`src/rtl/tick_downcounter_pkg.sv`:
```
// Shared constants for the tick-gated down-counter
// and the display blocks that reuse its time base.
package tick_downcounter_pkg;

  localparam logic MODE_WRAP = 1'b0;
  localparam logic MODE_SAT  = 1'b1;

  // 100 MHz board clock divided down to a 1 Hz strobe
  localparam int TICK_DIV_BOARD = 100_000_000;

endpackage

```
`src/rtl/tick_gen.sv`:
```
// Free-running divider producing a one-cycle strobe
// every TICK_DIV clocks; restart re-phases it.
module tick_gen #(
  parameter int TICK_DIV = 4
) (
  input  logic clk,
  input  logic rst,
  input  logic restart,
  output logic tick
);

  localparam int DW = $clog2(TICK_DIV);
  localparam logic [DW-1:0] LAST = DW'(TICK_DIV - 1);

  logic [DW-1:0] r_div_cnt;
  logic          r_tick;
  logic          w_last;

  assign w_last = (r_div_cnt == LAST);
  assign tick   = r_tick;

  // divider phase and registered strobe
  always_ff @(posedge clk) begin
    if (rst || restart) begin
      r_div_cnt <= '0;
      r_tick    <= 1'b0;
    end else begin
      r_tick    <= w_last;
      r_div_cnt <= w_last ? '0 : r_div_cnt + DW'(1);
    end
  end

endmodule

```
`src/rtl/tick_downcounter.sv`:
```
// Down-counter stepped by the shared slow tick,
// with load, wrap/saturate at zero and tc pulse.
module tick_downcounter
  import tick_downcounter_pkg::*;
#(
  parameter int   WIDTH    = 4,
  parameter int   TICK_DIV = TICK_DIV_BOARD,
  parameter logic MODE     = MODE_WRAP
) (
  input  logic             clk,
  input  logic             rst,
  input  logic             en,
  input  logic             load,
  input  logic [WIDTH-1:0] load_val,
  output logic [WIDTH-1:0] q,
  output logic             tick,
  output logic             tc,
  output logic             zero
);

  logic [WIDTH-1:0] r_q;
  logic             r_tc;
  logic             w_tick;
  logic             w_step;
  logic             w_hit_zero;
  logic [WIDTH-1:0] w_q_nxt;

  tick_gen #(
    .TICK_DIV(TICK_DIV)
  ) u_tick_gen (
    .clk     (clk),
    .rst     (rst),
    .restart (load),
    .tick    (w_tick)
  );

  assign w_step     = en && w_tick;
  assign w_hit_zero = (r_q == WIDTH'(1));

  // value taken on a step: decrement, or wrap/hold at 0
  always_comb begin
    w_q_nxt = r_q - WIDTH'(1);
    if (r_q == '0) begin
      w_q_nxt = (MODE == MODE_WRAP) ? '1 : r_q;
    end
  end

  // count register and terminal-count pulse
  always_ff @(posedge clk) begin
    if (rst) begin
      r_q  <= '0;
      r_tc <= 1'b0;
    end else if (load) begin
      r_q  <= load_val;
      r_tc <= 1'b0;
    end else if (w_step) begin
      r_q  <= w_q_nxt;
      r_tc <= w_hit_zero;
    end else begin
      r_tc <= 1'b0;
    end
  end

  assign q    = r_q;
  assign tc   = r_tc;
  assign tick = w_tick;
  assign zero = (r_q == '0);

endmodule

```
`config.mk`:
```
export PLATFORM = sky130hd
export DESIGN_NAME = tick_downcounter
export DESIGN_NICKNAME = d
export VERILOG_FILES = /design/src/rtl/tick_downcounter_pkg.sv /design/src/rtl/tick_gen.sv /design/src/rtl/tick_downcounter.sv
export SDC_FILE = /design/constraint.sdc
export NUM_CORES = 1
export LEC_CHECK = 0
export BUFFER_PORTS_ARGS = -buffer_cell sky130_fd_sc_hd__buf_2
export CAP_MARGIN = 20
export CORE_MARGIN = 1.5
export CORE_UTILIZATION = 60
export CTS_CLUSTER_DIAMETER = 100
export DETAILED_ROUTE_END_ITERATION = 10
export PLACE_DENSITY = 0.84
export RECOVER_POWER = 100
export SLEW_MARGIN = 15
export SYNTH_ARGS = -nofsm -noshare
export SYNTH_HDL_FRONTEND = slang
export SYNTH_HIERARCHICAL = 1
export SYNTH_SLANG_ARGS = --single-unit
```
`constraint.sdc`:
```
create_clock -name clk -period 5.45 [get_ports clk]
set_input_delay 1.09 -clock clk [delete_from_list [all_inputs] [get_ports clk]]
set_output_delay 1.09 -clock clk [all_outputs]
set_load 0.03 [all_outputs]
```
### Word level (Yosys, flattened, before mapping)

Index checks and enable logic that the tools add are counted.
W data, S select, Z words.

| cells by class | value |
|---|---|
| add/sub/neg operators | 2 |
| reductions and logical operators | 6 |
| bitwise operators | 1 |
| muxes and demuxes | 3 |
| equality and inequality tests | 2 |

Operators by type and width:

| operator | count |
|---|---|
| $add A27 B1 Y27 const B | 1 |
| $eq A27 B27 Y1 const B | 1 |
| $mux W4 | 3 |
| $eq A4 B1 Y1 const B | 1 |
| $logic_not A4 Y1 | 1 |
| $sub A4 B1 Y4 const B | 1 |
| $reduce_or A3 Y1 | 1 |
| $reduce_bool A2 Y1 | 1 |
| $reduce_or A2 Y1 | 1 |
| $logic_and A1 B1 Y1 | 1 |
| $logic_or A1 B1 Y1 | 1 |
| $not A1 Y1 | 1 |

| word-level totals | value |
|---|---|
| input bits | 8 |
| register bits after elaboration | 33 |
| output and inout bits | 7 |
| logic and storage cells | 18 |

### Depth between registers and ports, before layout

| depth | value |
|---|---|
| depth after elaboration | 4 |
| depth in mapped cells | 7 |

### By module

Netlist, hierarchy kept.

By module, submodules not included:

| module | area each (um^2) | cells each | seq. area each (um^2) | instances |
|---|---|---|---|---|
| tick_gen | 1322.5 | 155 | 560.5 | 1 |
| tick_downcounter | 310.3 | 37 | 100.1 | 1 |

### Least setup slack after synthesis

OpenSTA, ideal clock, no wires.

| timing path | value |
|---|---|
| kind | register -> output |
| start point | register r_q[0] (netlist: q[0]) |
| end point | output zero |
| data required time | 4.360 ns |
| stages on the path, launching flop included | 4 |
| data arrival time | 1.496 ns |
| setup slack | 2.864 ns |
| buffers on the path | 0 |
| cell sequence | dfxtp_1 -> inv_1 -> ha_1 -> nor3b_1 |

| between the ends | value |
|---|---|
| word-level cells in the longest chain between the ends | 1 |

RTL lines:

| what | RTL line | text |
|---|---|---|
| from (decl) | tick_downcounter.sv:21 | `logic [WIDTH-1:0] r_q;` |
| from (signal assigned) | tick_downcounter.sv:54 | `r_q <= load_val;` |
| from (signal assigned) | tick_downcounter.sv:57 | `r_q <= w_q_nxt;` |
| $logic_not A4 Y1 | tick_downcounter.sv:67 | `assign zero = (r_q == '0);` |
| to (decl) | tick_downcounter.sv:18 | `output logic zero` |

No other way between the ends.

### Worst setup path after layout

Ends and elaborated chain as after synthesis.

==> impl_metrics.prom <==
# TYPE chip_impl_metric gauge
chip_impl_metric{name="worst_clock_skew_on_the_final_layout",unit="ns"} 0.00965
chip_impl_metric{name="dp.final_hpwl",unit="um"} 2390
chip_impl_metric{name="grt_overflow",unit=""} 0
chip_impl_info{name="hold_class",value="flop to flop"} 1
chip_impl_metric{name="finalWorstPathRequiredPeriod",unit="ns"} 2.67
chip_impl_metric{name="clockBufferDepth",unit=""} 2
chip_impl_metric{name="layout_worst_path_cycle_share",unit="%"} 49.0
chip_impl_metric{name="max_clock_freq",unit="MHz"} 374
chip_impl_info{name="worst_hold_startpoint",value="u_tick_gen/r_div_cnt[0]"} 1
chip_impl_metric{name="final-hold-violation-count",unit=""} 0
chip_impl_metric{name="placeableCoreArea",unit="mm^2"} 0.00252
chip_impl_metric{name="detail_route.first_pass.iterations",unit=""} 4
chip_impl_metric{name="die-height",unit="um"} 55.2
chip_impl_metric{name="yosysWarnings",unit=""} 6
chip_impl_metric{name="worst-slew-pin-transition",unit="ns"} 0.907
chip_impl_metric{name="slew_headroom",unit="%"} 39.5
chip_impl_info{name="outcome",value="complete, no violations"} 1
chip_impl_info{name="clk_root_buffer_cell",value="clkbuf_4"} 1
chip_impl_metric{name="worstHoldPathCells",unit=""} 1
chip_impl_metric{name="reg2regPathDepth",unit=""} 4
chip_impl_metric{name="critical_path_required",unit="ns"} 4.36
chip_impl_metric{name="muxShareOfSynthArea",unit="%"} 0
chip_impl_metric{name="static-leakage-power",unit="nW"} 0.558
chip_impl_metric{name="tritoncts.num_buffers",unit=""} 5
chip_impl_metric{name="power.total",unit="W"} 0.000435
chip_impl_info{name="cell_chain_critical_path",value="inv_1 -> ha_1 -> nor3b_1 -> clkbuf_1"} 1
chip_impl_metric{name="layout-drive-gt1-share",unit="%"} 10.1
chip_impl_metric{name="vdd_drop_max",unit="uV"} 226
chip_impl_metric{name="complex_gate_fraction_of_the_synthesized_area",unit="%"} 13.6
chip_impl_metric{name="synthesis.area_per_instance",unit="um^2"} 8.50
chip_impl_metric{name="fin_setup_tns",unit="ns"} 0
chip_impl_info{name="hold_end",value="u_tick_gen/r_div_cnt[0]"} 1
chip_impl_metric{name="worstPathArrival",unit="ns"} 1.58
chip_impl_metric{name="ant_nets",unit=""} 0
chip_impl_metric{name="synth-simple-area-share",unit="%"} 32.4
chip_impl_info{name="setup.worst_path.start_class",value="flop"} 1
chip_impl_metric{name="ys_types",unit=""} 37
chip_impl_metric{name="initial_core_util",unit="%"} 64.7
chip_impl_metric{name="synth_cells",unit=""} 192
chip_impl_metric{name="post_drt_wl_per_cell",unit="um"} 14.9
chip_impl_metric{name="syn2layout_area_growth",unit="%"} 8.12
chip_impl_metric{name="antenna_cells_inserted",unit=""} 0
chip_impl_metric{name="dr.first_iter.drc_count",unit=""} 46
chip_impl_metric{name="cts.repair.resized",unit=""} 0
chip_impl_metric{name="yosys_register_bits",unit=""} 33
chip_impl_metric{name="timing.max_cap.violations",unit=""} 0
chip_impl_metric{name="postCtsSetupRepairBufs",unit=""} 0
chip_impl_metric{name="powerDensity",unit="mW/mm^2"} 247
chip_impl_info{name="critical_path.slowest_cell",value="dfxtp_1"} 1
chip_impl_info{name="largest_family_of_logic_cells_by_synthesized_area",value="simple AND/OR/NAND/NOR gates"} 1
chip_impl_metric{name="seq_area_frac_synth",unit="%"} 40.5
chip_impl_metric{name="crit_fanout",unit=""} 5
chip_impl_metric{name="clock_sink_count",unit=""} 33
chip_impl_metric{name="numPortBuffers",unit=""} 14
chip_impl_metric{name="number_of_core_rows",unit=""} 18
chip_impl_metric{name="cts_max_level",unit=""} 2
chip_impl_metric{name="die_w",unit="um"} 55.2
chip_impl_metric{name="holdBufCountCts",unit=""} 0
chip_impl_metric{name="vias",unit=""} 1471
chip_impl_metric{name="grt_antenna_before_repair",unit=""} 0
chip_impl_metric{name="pin_count_of_the_biggest_net_entering_global_routing",unit=""} 27
chip_impl_metric{name="fp.dieArea",unit="mm^2"} 0.00304
chip_impl_info{name="crit_path_end_kind",value="output port"} 1
chip_impl_metric{name="drc_markers",unit=""} 0
chip_impl_metric{name="report.final.setup_viol",unit=""} 0
chip_impl_info{name="timing.rr.start",value="u_tick_gen/r_div_cnt[26]"} 1
chip_impl_metric{name="boundaryPins",unit=""} 15
chip_impl_metric{name="drt_wl_total",unit="um"} 3550
chip_impl_info{name="crit_path_class",value="flop to output port"} 1
chip_impl_metric{name="post_drt_via_cell_ratio",unit=""} 6.18
chip_impl_metric{name="grt_usage",unit="%"} 25.0
chip_impl_metric{name="filler_cell_count",unit=""} 225
chip_impl_metric{name="final-max-slew-violation-count",unit=""} 0
chip_impl_info{name="setup_repair_after_global_routing_missed_its_margin",value="false"} 1
chip_impl_info{name="tritoncts",value="built"} 1
chip_impl_metric{name="synth.cell_area",unit="mm^2"} 0.00163
chip_impl_metric{name="syn-num-nets",unit=""} 204
chip_impl_metric{name="worst_path_largest_cell_delay",unit="ns"} 0.37
chip_impl_metric{name="wire_length_of_the_first_global_routing_pass",unit="um"} 5350
chip_impl_metric{name="worst-r2r-setup-slack",unit="ns"} 3.21
chip_impl_metric{name="place.gp.congestion",unit=""} 0.784
chip_impl_metric{name="grt_pass1_vias",unit=""} 1307
chip_impl_metric{name="yosys.area_share.xor_xnor",unit="%"} 6.97
chip_impl_metric{name="finalNetCount",unit=""} 219
chip_impl_metric{name="clk_transition_reported_paths",unit="ns"} 0.11
chip_impl_metric{name="adder_cell_area_share_of_the_yosys_netlist",unit="%"} 3.07
chip_impl_info{name="worst_r2r_dst",value="u_tick_gen/r_div_cnt[23]"} 1
chip_impl_metric{name="clkLatencyLatePin",unit="ns"} 0.34
## layout make-up
type	instances	area, um^2	area share, %
multi-input cells	147	916	51.9
flip-flops and latches	33	661	37.4
repair buffers	14	58.8	3.33
well taps	30	37.5	2.13
clock buffers	7	65.1	3.69
clock inverters	1	5.00	0.283
inverters	6	22.5	1.28
## Yosys cell counts
library cell,n,area share [%]
nand4_1,7,2.7
o2111ai_1,1,0.54
a22oi_1,1,0.46
dfxtp_1,33,40
or2_2,2,0.77
and4_2,1,0.61
or4bb_1,1,0.69
o31ai_1,4,1.8
nand2_1,13,3.0
ha_1,4,3.1
nor3b_1,1,0.46
and3_1,5,1.9
xor2_1,6,3.2
and4_1,2,1.1
a211oi_1,2,0.92
and2_1,2,0.77
inv_1,6,1.4
a31o_2,3,1.6
buf_6,1,0.69
clkbuf_1,2,0.46
or4_1,6,2.8
or3_1,6,2.3
xnor2_1,7,3.8
or3_2,1,0.46
nor2_1,24,5.5
a21oi_1,15,4.6
buf_2,3,0.92
nand4b_1,3,1.6
o21ai_0,8,2.5
nand2b_1,1,0.38
a311o_2,1,0.69
nand3_4,1,1.1
nor4_1,3,1.1
nand3_1,9,2.8
or4b_1,2,1.2
o32ai_1,1,0.54
nor3_1,4,1.2
## state kept, by name, indices dropped and copies added (netlist names)
signal,cells
q,4
tc,1
u_tick_gen/r_div_cnt,27
u_tick_gen/tick,1
## critical path, delay by kind of cell, from the launching register on
kind / cells / cell delay (ns)
buf+inv: 2 / 0.46
simple gates: 1 / 0.19
flops: 1 / 0.37
fa+ha+maj: 1 / 0.21
## placed cells by master (no fill, tap or decap), types with 6 or more instances in the layout
| cell type | instances |
|---|---|
| xor2_1 | 6 |
| or4_1 | 6 |
| or3_1 | 6 |
| nand2_1 | 13 |
| o21ai_0 | 8 |
| inv_1 | 6 |
| a21oi_1 | 15 |
| nand4_1 | 7 |
| clkbuf_1 | 9 |
| nand3_1 | 9 |
| xnor2_1 | 7 |
| dfxtp_1 | 33 |
| nor2_1 | 24 |
## per-layer routing
layer / vias up / track usage [%] / share of wire [%] / wire length (um)
met4: 0 / 12.6 / 1.1 / 38
li1: 729 / - / - / -
met1: 692 / 29.7 / 45 / 1600
met2: 45 / 42.3 / 48 / 1710
met5: - / 0 / 0 / 0
met3: 5 / 5.65 / 5.9 / 210
## where the power goes
part / leakage [nW] / total, W / internal, W / switching [W]
combinational: 0.250 / 0.0000277 / 0.00000899 / 0.0000188
sequential: 0.267 / 0.000247 / 0.000244 / 0.00000345
clock: 0.0413 / 0.000161 / 0.0000747 / 0.0000858
total: 0.558 / 0.000435 / 0.000327 / 0.000108
## cells by family (layout without fill, tap and decap cells)
family / after synthesis / count (layout)
AO/OA/AOI/OAI: 36 / 36
XOR/XNOR: 13 / 13
adder cells (fa/ha/maj): 4 / 4
buffers and inverters: 12 / 28
flip-flops: 33 / 33
AND/OR/NAND/NOR: 94 / 94
## how the worst max path moves through the flow
stage,end,from,slack (ns),cells after the start
floorplan,zero,q[0],2.86,3
global placement,u_tick_gen/r_div_cnt[25],load,3.28,4
detailed placement,u_tick_gen/r_div_cnt[23],load,3.19,4
CTS,zero,q[0],2.89,4
global route,zero,q[0],2.66,4
finish,zero,q[0],2.78,4
## metrics by stage
step	cells	util (%)	cell area (um^2)	hold WS [ns]	worst slack (ns)
2_1_floorplan	192	-	1630	0.430	2.86
3_3_place_gp	230	67.7	1710	0.442	3.28
3_5_place_dp	230	67.7	1710	0.451	3.19
4_1_cts	238	70.4	1780	0.475	2.89
5_1_grt	238	70.0	1770	0.497	2.66
6_report	238	70.0	1770	0.475	2.78
Power figures use the tool's default switching activity.
